===== src/rtl/dram_pkg.sv =====
// Shared types and elaboration-time checks for the dual-port distributed-RAM bank.
package dram_pkg;

  typedef enum logic {
    ST_IDLE  = 1'b0,
    ST_CLEAR = 1'b1
  } clr_state_e;

  localparam int unsigned MIN_DEPTH = 32;
  localparam int unsigned MAX_DEPTH = 128;

  // Legal depths are exactly the powers of two between MIN_DEPTH and MAX_DEPTH.
  function automatic bit depth_is_legal(input int unsigned depth);
    return (depth >= MIN_DEPTH) && (depth <= MAX_DEPTH) && ((depth & (depth - 1)) == 0);
  endfunction

endpackage


===== src/rtl/dram_clear_seq.sv =====
// Clear sequencer: walks every address once, one write per cycle, then returns to IDLE.
module dram_clear_seq
  import dram_pkg::*;
#(
  parameter int DEPTH = 32
) (
  input  logic                     clk,
  input  logic                     rst_n,
  input  logic                     clr,
  output logic                     busy,
  output logic [$clog2(DEPTH)-1:0] addr
);

  localparam int AW = $clog2(DEPTH);

  clr_state_e    state, state_nxt;
  logic [AW-1:0] cnt, cnt_nxt;

  // NOTE: sequential state uses non-blocking assignments so every register samples pre-edge values.
  always_ff @(posedge clk or negedge rst_n) begin
    if (!rst_n) begin
      state <= ST_IDLE;
      cnt   <= '0;
    end else begin
      state <= state_nxt;
      cnt   <= cnt_nxt;
    end
  end

  // NOTE: every output of this block gets a default first, so no path can infer a latch.
  always_comb begin
    state_nxt = state;
    cnt_nxt   = cnt;
    busy      = 1'b0;
    unique case (state)
      ST_IDLE: begin
        if (clr) state_nxt = ST_CLEAR;
      end
      ST_CLEAR: begin
        busy = 1'b1;
        // clr is deliberately not looked at here: a request mid-sequence must not restart it.
        if (cnt == AW'(DEPTH - 1)) begin
          state_nxt = ST_IDLE;
          cnt_nxt   = '0;
        end else begin
          cnt_nxt = cnt + AW'(1);
        end
      end
      default: state_nxt = ST_IDLE;
    endcase
  end

  assign addr = cnt;

endmodule


===== src/rtl/dram_dp_bank.sv =====
// Dual-port LUT-RAM bank: one write/SPO port, one DPO read port, with a hardware clear sequencer.
module dram_dp_bank
  import dram_pkg::*;
#(
  parameter int               WIDTH   = 2,
  parameter int               DEPTH   = 32,
  parameter int               OUT_REG = 0,
  parameter logic [WIDTH-1:0] CLR_VAL = '0
) (
  input  logic                     clk,
  input  logic                     rst_n,
  input  logic                     we,
  input  logic [$clog2(DEPTH)-1:0] waddr,
  input  logic [WIDTH-1:0]         wdata,
  input  logic [$clog2(DEPTH)-1:0] raddr,
  input  logic                     clr,
  output logic [WIDTH-1:0]         spo,
  output logic [WIDTH-1:0]         dpo,
  output logic                     busy
);

  localparam int AW = $clog2(DEPTH);

  if (!depth_is_legal(DEPTH)) begin : g_bad_depth
    $error("dram_dp_bank: DEPTH=%0d is not one of 32, 64, 128", DEPTH);
  end
  if (WIDTH < 1 || WIDTH > 32) begin : g_bad_width
    $error("dram_dp_bank: WIDTH=%0d is outside 1..32", WIDTH);
  end

  logic [AW-1:0]    clr_addr;
  logic             mem_we;
  logic [AW-1:0]    mem_addr;
  logic [WIDTH-1:0] mem_wdata;

  dram_clear_seq #(
    .DEPTH (DEPTH)
  ) u_clear_seq (
    .clk   (clk),
    .rst_n (rst_n),
    .clr   (clr),
    .busy  (busy),
    .addr  (clr_addr)
  );

  // The sequencer owns the write port while busy; a clr in IDLE drops the coincident user write.
  always_comb begin
    mem_we    = 1'b0;
    mem_addr  = waddr;
    mem_wdata = wdata;
    if (busy) begin
      mem_we    = 1'b1;
      mem_addr  = clr_addr;
      mem_wdata = CLR_VAL;
    end else if (we && !clr) begin
      mem_we = 1'b1;
    end
  end

  (* ram_style = "distributed" *) logic [WIDTH-1:0] mem [DEPTH];

  // NOTE: the array has no reset; a reset branch would turn the LUT RAM into a bank of flops.
  always_ff @(posedge clk) begin
    if (mem_we) mem[mem_addr] <= mem_wdata;
  end

  if (OUT_REG != 0) begin : g_out_reg
    // Registering the asynchronous LUT read gives read-first behaviour on a same-address write.
    always_ff @(posedge clk or negedge rst_n) begin
      if (!rst_n) begin
        spo <= '0;
        dpo <= '0;
      end else begin
        spo <= mem[waddr];
        dpo <= mem[raddr];
      end
    end
  end else begin : g_out_comb
    assign spo = mem[waddr];
    assign dpo = mem[raddr];
  end

endmodule


===== config.mk =====
export PLATFORM = sky130hd
export DESIGN_NAME = dram_dp_bank
export DESIGN_NICKNAME = d
export VERILOG_FILES = /design/src/rtl/dram_pkg.sv /design/src/rtl/dram_clear_seq.sv /design/src/rtl/dram_dp_bank.sv
export SDC_FILE = /design/constraint.sdc
export NUM_CORES = 1
export LEC_CHECK = 0
export BUFFER_PORTS_ARGS = -buffer_cell sky130_fd_sc_hd__buf_2
export CORE_ASPECT_RATIO = 1.5
export CORE_UTILIZATION = 45
export CTS_BUF_LIST = sky130_fd_sc_hd__clkbuf_4 sky130_fd_sc_hd__clkbuf_8
export CTS_CLUSTER_DIAMETER = 200
export DETAILED_ROUTE_END_ITERATION = 10
export PLACE_DENSITY = 0.71
export SLEW_MARGIN = 15
export SYNTH_ARGS = -nofsm -noshare
export SYNTH_HDL_FRONTEND = slang
export SYNTH_SLANG_ARGS = --single-unit

===== constraint.sdc =====
create_clock -name clk -period 2.3 [get_ports clk]
set_input_delay 0.46 -clock clk [delete_from_list [all_inputs] [get_ports clk]]
set_output_delay 0.46 -clock clk [all_outputs]
set_load 0.05 [all_outputs]

==> flow_metrics.py, run 1 <==
metrics = {
    "die": {
        "fp.dieH_um": 113.3,
        "fp.dieW_um": 76.17,
        "core_um2": 8008,
        "io_pins": 21,
        "start_util_pct": 46.38,
        "core.rowCount": 40,
        "dieArea_um2": 8627,
    },
    "sta": {
        "finalClockSkew_ps": 9.158,
        "tightestPinTransition_ps": 756.9,
        "slew_violations": 0,
        "finalHoldViolCount": 0,
        "period_minus_slack_ps": 2287,
        "timing.final.ws_setup_ps": 12.62,
        "slew_headroom_pct": 49.54,
        "setup-violations-final": 0,
        "fin_crit_sh_pct": 99.45,
        "rsz0062_at_grt": "yes",
        "fmax_ghz": 0.4372,
    },
    "synth": {
        "synth_top_flop_cell": "edfxtp_1",
        "synth_top_area_share_pct": 51.75,
        "yosys.area.top_type": "edfxtp_1",
        "syn_area_um2": 3714,
        "synth_edf_count": 64,
        "synth_area_per_cell_um2": 12.10,
        "yosysMostFrequentCell": "mux2i_1",
        "ys_seq_elements": 70,
        "synth_cells": 307,
        "synth-async-reset-ratio_pct": 8.571,
        "yosysSeqAreaShare_pct": 55.80,
        "ys_top_cells_by_area": "edfxtp_1 (52%), mux2i_1 (18%), a22oi_1 (4.4%)",
        "ys_types": 34,
        "yosys_warnings": 0,
        "syn-num-nets": 325,
        "synthTopCellsByCount": "mux2i_1 (67), edfxtp_1 (64), nor2_1 (36)",
    },
    "cts": {
        "clock-root-buffer": "clkbuf_8",
        "cts.htree.levels": 3,
        "clk_latency_ps": 360,
        "cts_tree": "done",
        "cts_max_path_buffers": 2,
        "clock_sinks": 70,
        "numCtsBuffers": 9,
        "cts.clk_slew.worst_paths_ps": 70,
    },
    "critical_path": {
        "crit_type": "reg2out",
        "cp-end-kind": "output pin",
        "r2r_end": "mem[0][1]$_DFFE_PP_",
        "r2r-start": "u_clear_seq.state$_DFF_PN0_",
        "worstRegToRegCells": 4,
        "startpoint_type": "register",
        "arrival_ps": 1830,
        "worstPathRequired_ps": 1840,
        "worstPathMaxFanout": 2,
        "r2r_slack_ps": 150,
    },
    "power": {
        "powerDensity_nw_per_um2": 910.7,
        "power.ir.vdd_worst_mv": 0.6885,
        "p_total_mw": 4.118,
        "p_leak_nw": 1.762,
    },
    "hold_path": {
        "hold_class": "in2reg",
        "min_from": "clr",
        "min_path_cells": 3,
        "holdPathEnd": "u_clear_seq.state$_DFF_PN0_",
    },
    "place": {
        "gp_congestion": 0.9049,
        "io_buffer_count": 20,
        "dp_slack_ps": -100.2,
        "hpwl_mm": 6.591,
    },
    "grt": {
        "grt_max_degree": 33,
        "grt_first_pass_wirelength_mm": 14.30,
        "grt_overflow": 0,
        "grt_pass1_vias": 2822,
        "antenna_found_initial": 0,
        "track_usage_pct": 22.62,
    },
    "route": {
        "drc": 0,
        "drtIter0Drc": 171,
        "drtAntennaViolNets": 0,
        "wirelength_mm": 9.090,
        "vias": 2672,
        "first_pass_iters": 4,
        "wl_per_cell_um": 19.89,
        "viasPerCell": 5.847,
    },
    "layout": {
        "fill_cells": 676,
        "syn_to_final_growth_pct": 21.77,
        "diodes": 0,
        "final_nets": 365,
        "drive_gt1_share_pct": 24.43,
    },
    "outcome": {
        "status": "finished, final reports clean",
    },
    "job": {
        "drv_cap": 0,
    },
}
[cell families after synthesis]
family / count (synthesis) / synth area share [%]
and+or+nand+nor: 97 / 11.93
muxes: 70 / 18.97
DFF: 70 / 55.79
AOI/OAI and AO/OA: 48 / 8.794
buffers and inverters: 20 / 3.841
adders and majority gates: 2 / 0.6737
[cell type report]
type / instances / area [um^2] / area share, %
clock buffer: 9 / 123.9 / 2.739
clock inverter: 7 / 121.4 / 2.684
inverter: 3 / 11.26 / 0.2490
multi-input combinational: 217 / 1633 / 36.11
sequential: 70 / 2072 / 45.82
tap: 105 / 131.4 / 2.905
timing repair buffer: 46 / 429.2 / 9.491
[worst max-delay path: stages (launching register included)]
cell and delay, ps:
edfxtp_1 450, mux2i_1 190, a22oi_1 130, and3_1 190
a31oi_2 200, nand3_1 130, buf_6 170
[what timing repair did]
item                       in CTS  in global routing
hold endpoints to repair        6                  0
setup endpoints to repair       4                  4
buffers inserted                0                  6
resized for setup               7                 33
hold buffers                    1                  0
pin swaps                       0                 14
[layer usage]
layer  up-vias  GRT usage (%)  wire (um)
li1       1246              -          -
met1      1306          23.18       3424
met5         -              0          0
met4         0          14.87        320
met2        93          41.58       5035
met3        27          4.516        310
[registers in the layout, indices dropped and copies added (netlist names)]
register	flops
mem	64
u_clear_seq.addr	5
u_clear_seq.state	1
[power by group]
part	switching, mW	internal, mW
Sequential	0.154	1.63
Combinational	0.753	0.383
Clock	0.477	0.725
Total	1.38	2.73
[through the flow]
step / hold WS (ps) / area, um^2 / setup TNS [ps] / instances / util (%)
2_1_floorplan: 164.4 / 3729 / 0 / 307 / -
3_3_place_gp: 288.8 / 4046 / -103.7 / 435 / 50.53
3_5_place_dp: 297.4 / 4046 / -180.5 / 435 / 50.53
4_1_cts: 381.9 / 4335 / 0 / 452 / 54.14
5_1_grt: 405.4 / 4522 / -16.78 / 457 / 56.47
6_report: 379.6 / 4522 / 0 / 457 / 56.47
[layout by cell type, fill, tap and decap left out, types with 5 or more instances in the layout]
cell,instances
edfxtp_1,64
mux2i_1,62
nor2_1,36
nand2_1,30
a22oi_1,18
buf_4,16
buf_2,14
clkbuf_8,9
nand3_1,8
a31oi_1,6
buf_12,6
dfrtp_1,6
nand2b_1,5
buf_6,5
[worst max path at each step]
stage	startpoint	to	slack, ps	cells after the start
global route	raddr[1]	dpo[0]	-10	9
floorplan	raddr[1]	dpo[0]	6	6
finish	mem[8][0]$_DFFE_PP_	spo[0]	10	6
global placement	raddr[1]	dpo[1]	-50	8
detailed placement	raddr[1]	dpo[0]	-100	8
CTS	mem[8][0]$_DFFE_PP_	spo[0]	8	6
Note: power is estimated with default switching activity, not from simulation.
==> inputs of run 2 (changes only) <==
--- a/config.mk
+++ b/config.mk
@@ -6,5 +6,4 @@
 export NUM_CORES = 1
 export LEC_CHECK = 0
-export BUFFER_PORTS_ARGS = -buffer_cell sky130_fd_sc_hd__buf_2
 export CORE_ASPECT_RATIO = 1.5
 export CORE_UTILIZATION = 45
@@ -12,5 +11,6 @@
 export CTS_CLUSTER_DIAMETER = 200
 export DETAILED_ROUTE_END_ITERATION = 10
-export PLACE_DENSITY = 0.71
+export DONT_BUFFER_PORTS = 1
+export PLACE_DENSITY_LB_ADDON = 0.3
 export SLEW_MARGIN = 15
 export SYNTH_ARGS = -nofsm -noshare
==> constraint.sdc (replaced) <==
create_clock -name clk -period 2.3 [get_ports clk]
set_input_delay 0.115 -clock clk [delete_from_list [all_inputs] [get_ports clk]]
set_output_delay 0.115 -clock clk [all_outputs]
set_load 0.05 [all_outputs]
==> run 2 against run 1 <==
First-iteration DRC count increased by 4.7%; register-to-register slack improved by 170 ps; clock power decreased by 31%; clock skew decreased by 0.86 ps; critical path depth decreased by 2; sequential share of layout area increased by 6.2 points; largest cell class unchanged; setup slack improved by 310 ps; sequential power about the same; wire length decreased by 8.2%; flip-flop and latch count unchanged; largest power group unchanged; highest routed layer unchanged; final area decreased by 12%; core utilization decreased by 6.7 points.
==> flow_metrics.py, run 2 (same netlist as run 1, synthesis figures left out) <==
metrics = {
    "cts": {
        "cts_max_path_buffers": 2,
        "numCtsBuffers": 9,
        "clk_latency_ps": 340,
        "clock_sinks": 70,
        "cts_tree": "done",
        "cts.clk_slew.worst_paths_ps": 70,
        "clock-root-buffer": "clkbuf_8",
        "cts.htree.levels": 3,
    },
    "die": {
        "fp.dieW_um": 76.17,
        "core.rowCount": 40,
        "io_pins": 21,
        "core_um2": 8008,
        "dieArea_um2": 8627,
        "fp.dieH_um": 113.3,
        "start_util_pct": 46.38,
    },
    "grt": {
        "grt_max_degree": 35,
        "track_usage_pct": 20.81,
        "grt_pass1_vias": 2580,
        "antenna_found_initial": 0,
        "grt_overflow": 0,
        "grt_first_pass_wirelength_mm": 13.05,
    },
    "layout": {
        "fill_cells": 707,
        "seq_area_um2": 2072,
        "layout_common_cells": "mux2i_1 (67), edfxtp_1 (64), nor2_1 (36)",
        "syn_to_final_growth_pct": 7.210,
        "drive_gt1_share_pct": 8.889,
        "largest_reg_flops": 64,
        "regMostFlops": "mem",
        "diodes": 0,
        "final_util_pct": 49.72,
        "final_common_cell": "mux2i_1",
        "final_nets": 328,
        "multi_input_area_um2": 1529,
    },
    "sta": {
        "setup_tns_ps": 0,
        "tightestPinTransition_ps": 705.9,
        "fmax_ghz": 0.5060,
        "finalClockSkew_ps": 8.298,
        "fin_crit_sh_pct": 85.93,
        "rsz0062_at_grt": "no",
        "slew_violations": 0,
        "finalHoldViolCount": 0,
        "slew_headroom_pct": 52.84,
        "setup-violations-final": 0,
        "period_minus_slack_ps": 1976,
        "timing.final.ws_setup_ps": 323.6,
    },
    "place": {
        "dp_slack_ps": 345.6,
        "hpwl_mm": 5.988,
        "io_buffer_count": 0,
        "gp_congestion": 0.8463,
    },
    "route": {
        "wl_per_cell_um": 19.88,
        "viasPerCell": 5.883,
        "wirelength_mm": 8.349,
        "drtIter0Drc": 179,
        "drc": 0,
        "vias": 2471,
        "first_pass_iters": 4,
        "drtAntennaViolNets": 0,
    },
    "power": {
        "power.ir.vdd_worst_mv": 1.013,
        "powerDensity_nw_per_um2": 892.1,
        "p_total_mw": 3.552,
        "p_leak_nw": 1.510,
    },
    "critical_path": {
        "r2r_slack_ps": 320,
        "r2r_end": "mem[4][1]$_DFFE_PP_",
        "cp-end-kind": "register",
        "worstRegToRegCells": 4,
        "r2r-start": "u_clear_seq.state$_DFF_PN0_",
        "arrival_ps": 2000,
        "startpoint_type": "register",
        "worstPathRequired_ps": 2320,
        "crit_type": "reg2reg",
        "worstPathMaxFanout": 16,
    },
    "hold_path": {
        "hold_class": "in2async",
    },
    "outcome": {
        "status": "finished, final reports clean",
    },
    "job": {
        "drv_cap": 0,
    },
}
==> run 2: worst max-delay path, cell delays in order (launching register included) <==
cell and delay (ps):
dfrtp_1 730, inv_2 110, o21ai_1 210, nand2_1 310, nor2_1 290
==> run 2: cell type report <==
cell class                 instances  share of cell area [%]
inverter                           3                  0.2828
multi-input combinational        217                   38.40
sequential                        70                   52.04
clock buffer                      13                   3.866
tap                              105                   3.300
clock inverter                     3                  0.2828
timing repair buffer               9                   1.823
==> run 2: metal layers <==
metal / vias up / GRT usage [%] / wire length (um)
met5: - / 0 / 0
met1: 1180 / 20.96 / 3107
met3: 32 / 6.935 / 618
met4: 0 / 12.69 / 350
li1: 1169 / - / -
met2: 90 / 37.03 / 4273
==> run 2: stage by stage <==
| step | hold WS, ps | area [um^2] | cells |
|---|---|---|---|
| after global routing | 96.76 | 3981 | 420 |
| final | 75.24 | 3981 | 420 |
| after detailed placement | -180.4 | 3786 | 402 |
| after floorplan | -180.6 | 3714 | 307 |
| after global placement | -180.5 | 3786 | 402 |
| after CTS | 71.24 | 3971 | 420 |
==> run 2: where the power goes <==
part | switching (mW) | total, mW | internal (mW)
Combinational | 0.659 | 0.962 | 0.303
Sequential | 0.133 | 1.76 | 1.63
Clock | 0.401 | 0.830 | 0.429
Total | 1.19 | 3.55 | 2.36
==> run 2: how the worst max path moves through the flow <==
stage | startpoint | to
finish | u_clear_seq.state$_DFF_PN0_ | mem[4][1]$_DFFE_PP_
global route | u_clear_seq.state$_DFF_PN0_ | mem[0][1]$_DFFE_PP_
CTS | u_clear_seq.state$_DFF_PN0_ | mem[6][0]$_DFFE_PP_
detailed placement | u_clear_seq.state$_DFF_PN0_ | mem[12][0]$_DFFE_PP_
global placement | u_clear_seq.state$_DFF_PN0_ | mem[12][0]$_DFFE_PP_
floorplan | u_clear_seq.state$_DFF_PN0_ | mem[0][0]$_DFFE_PP_
==> run 2: what timing repair did <==
action                     CTS  global route
hold buffers                 2             0
gates resized for setup      0             0
buffers inserted             0             0
hold endpoints to repair     7             0
setup endpoints to repair    0             0
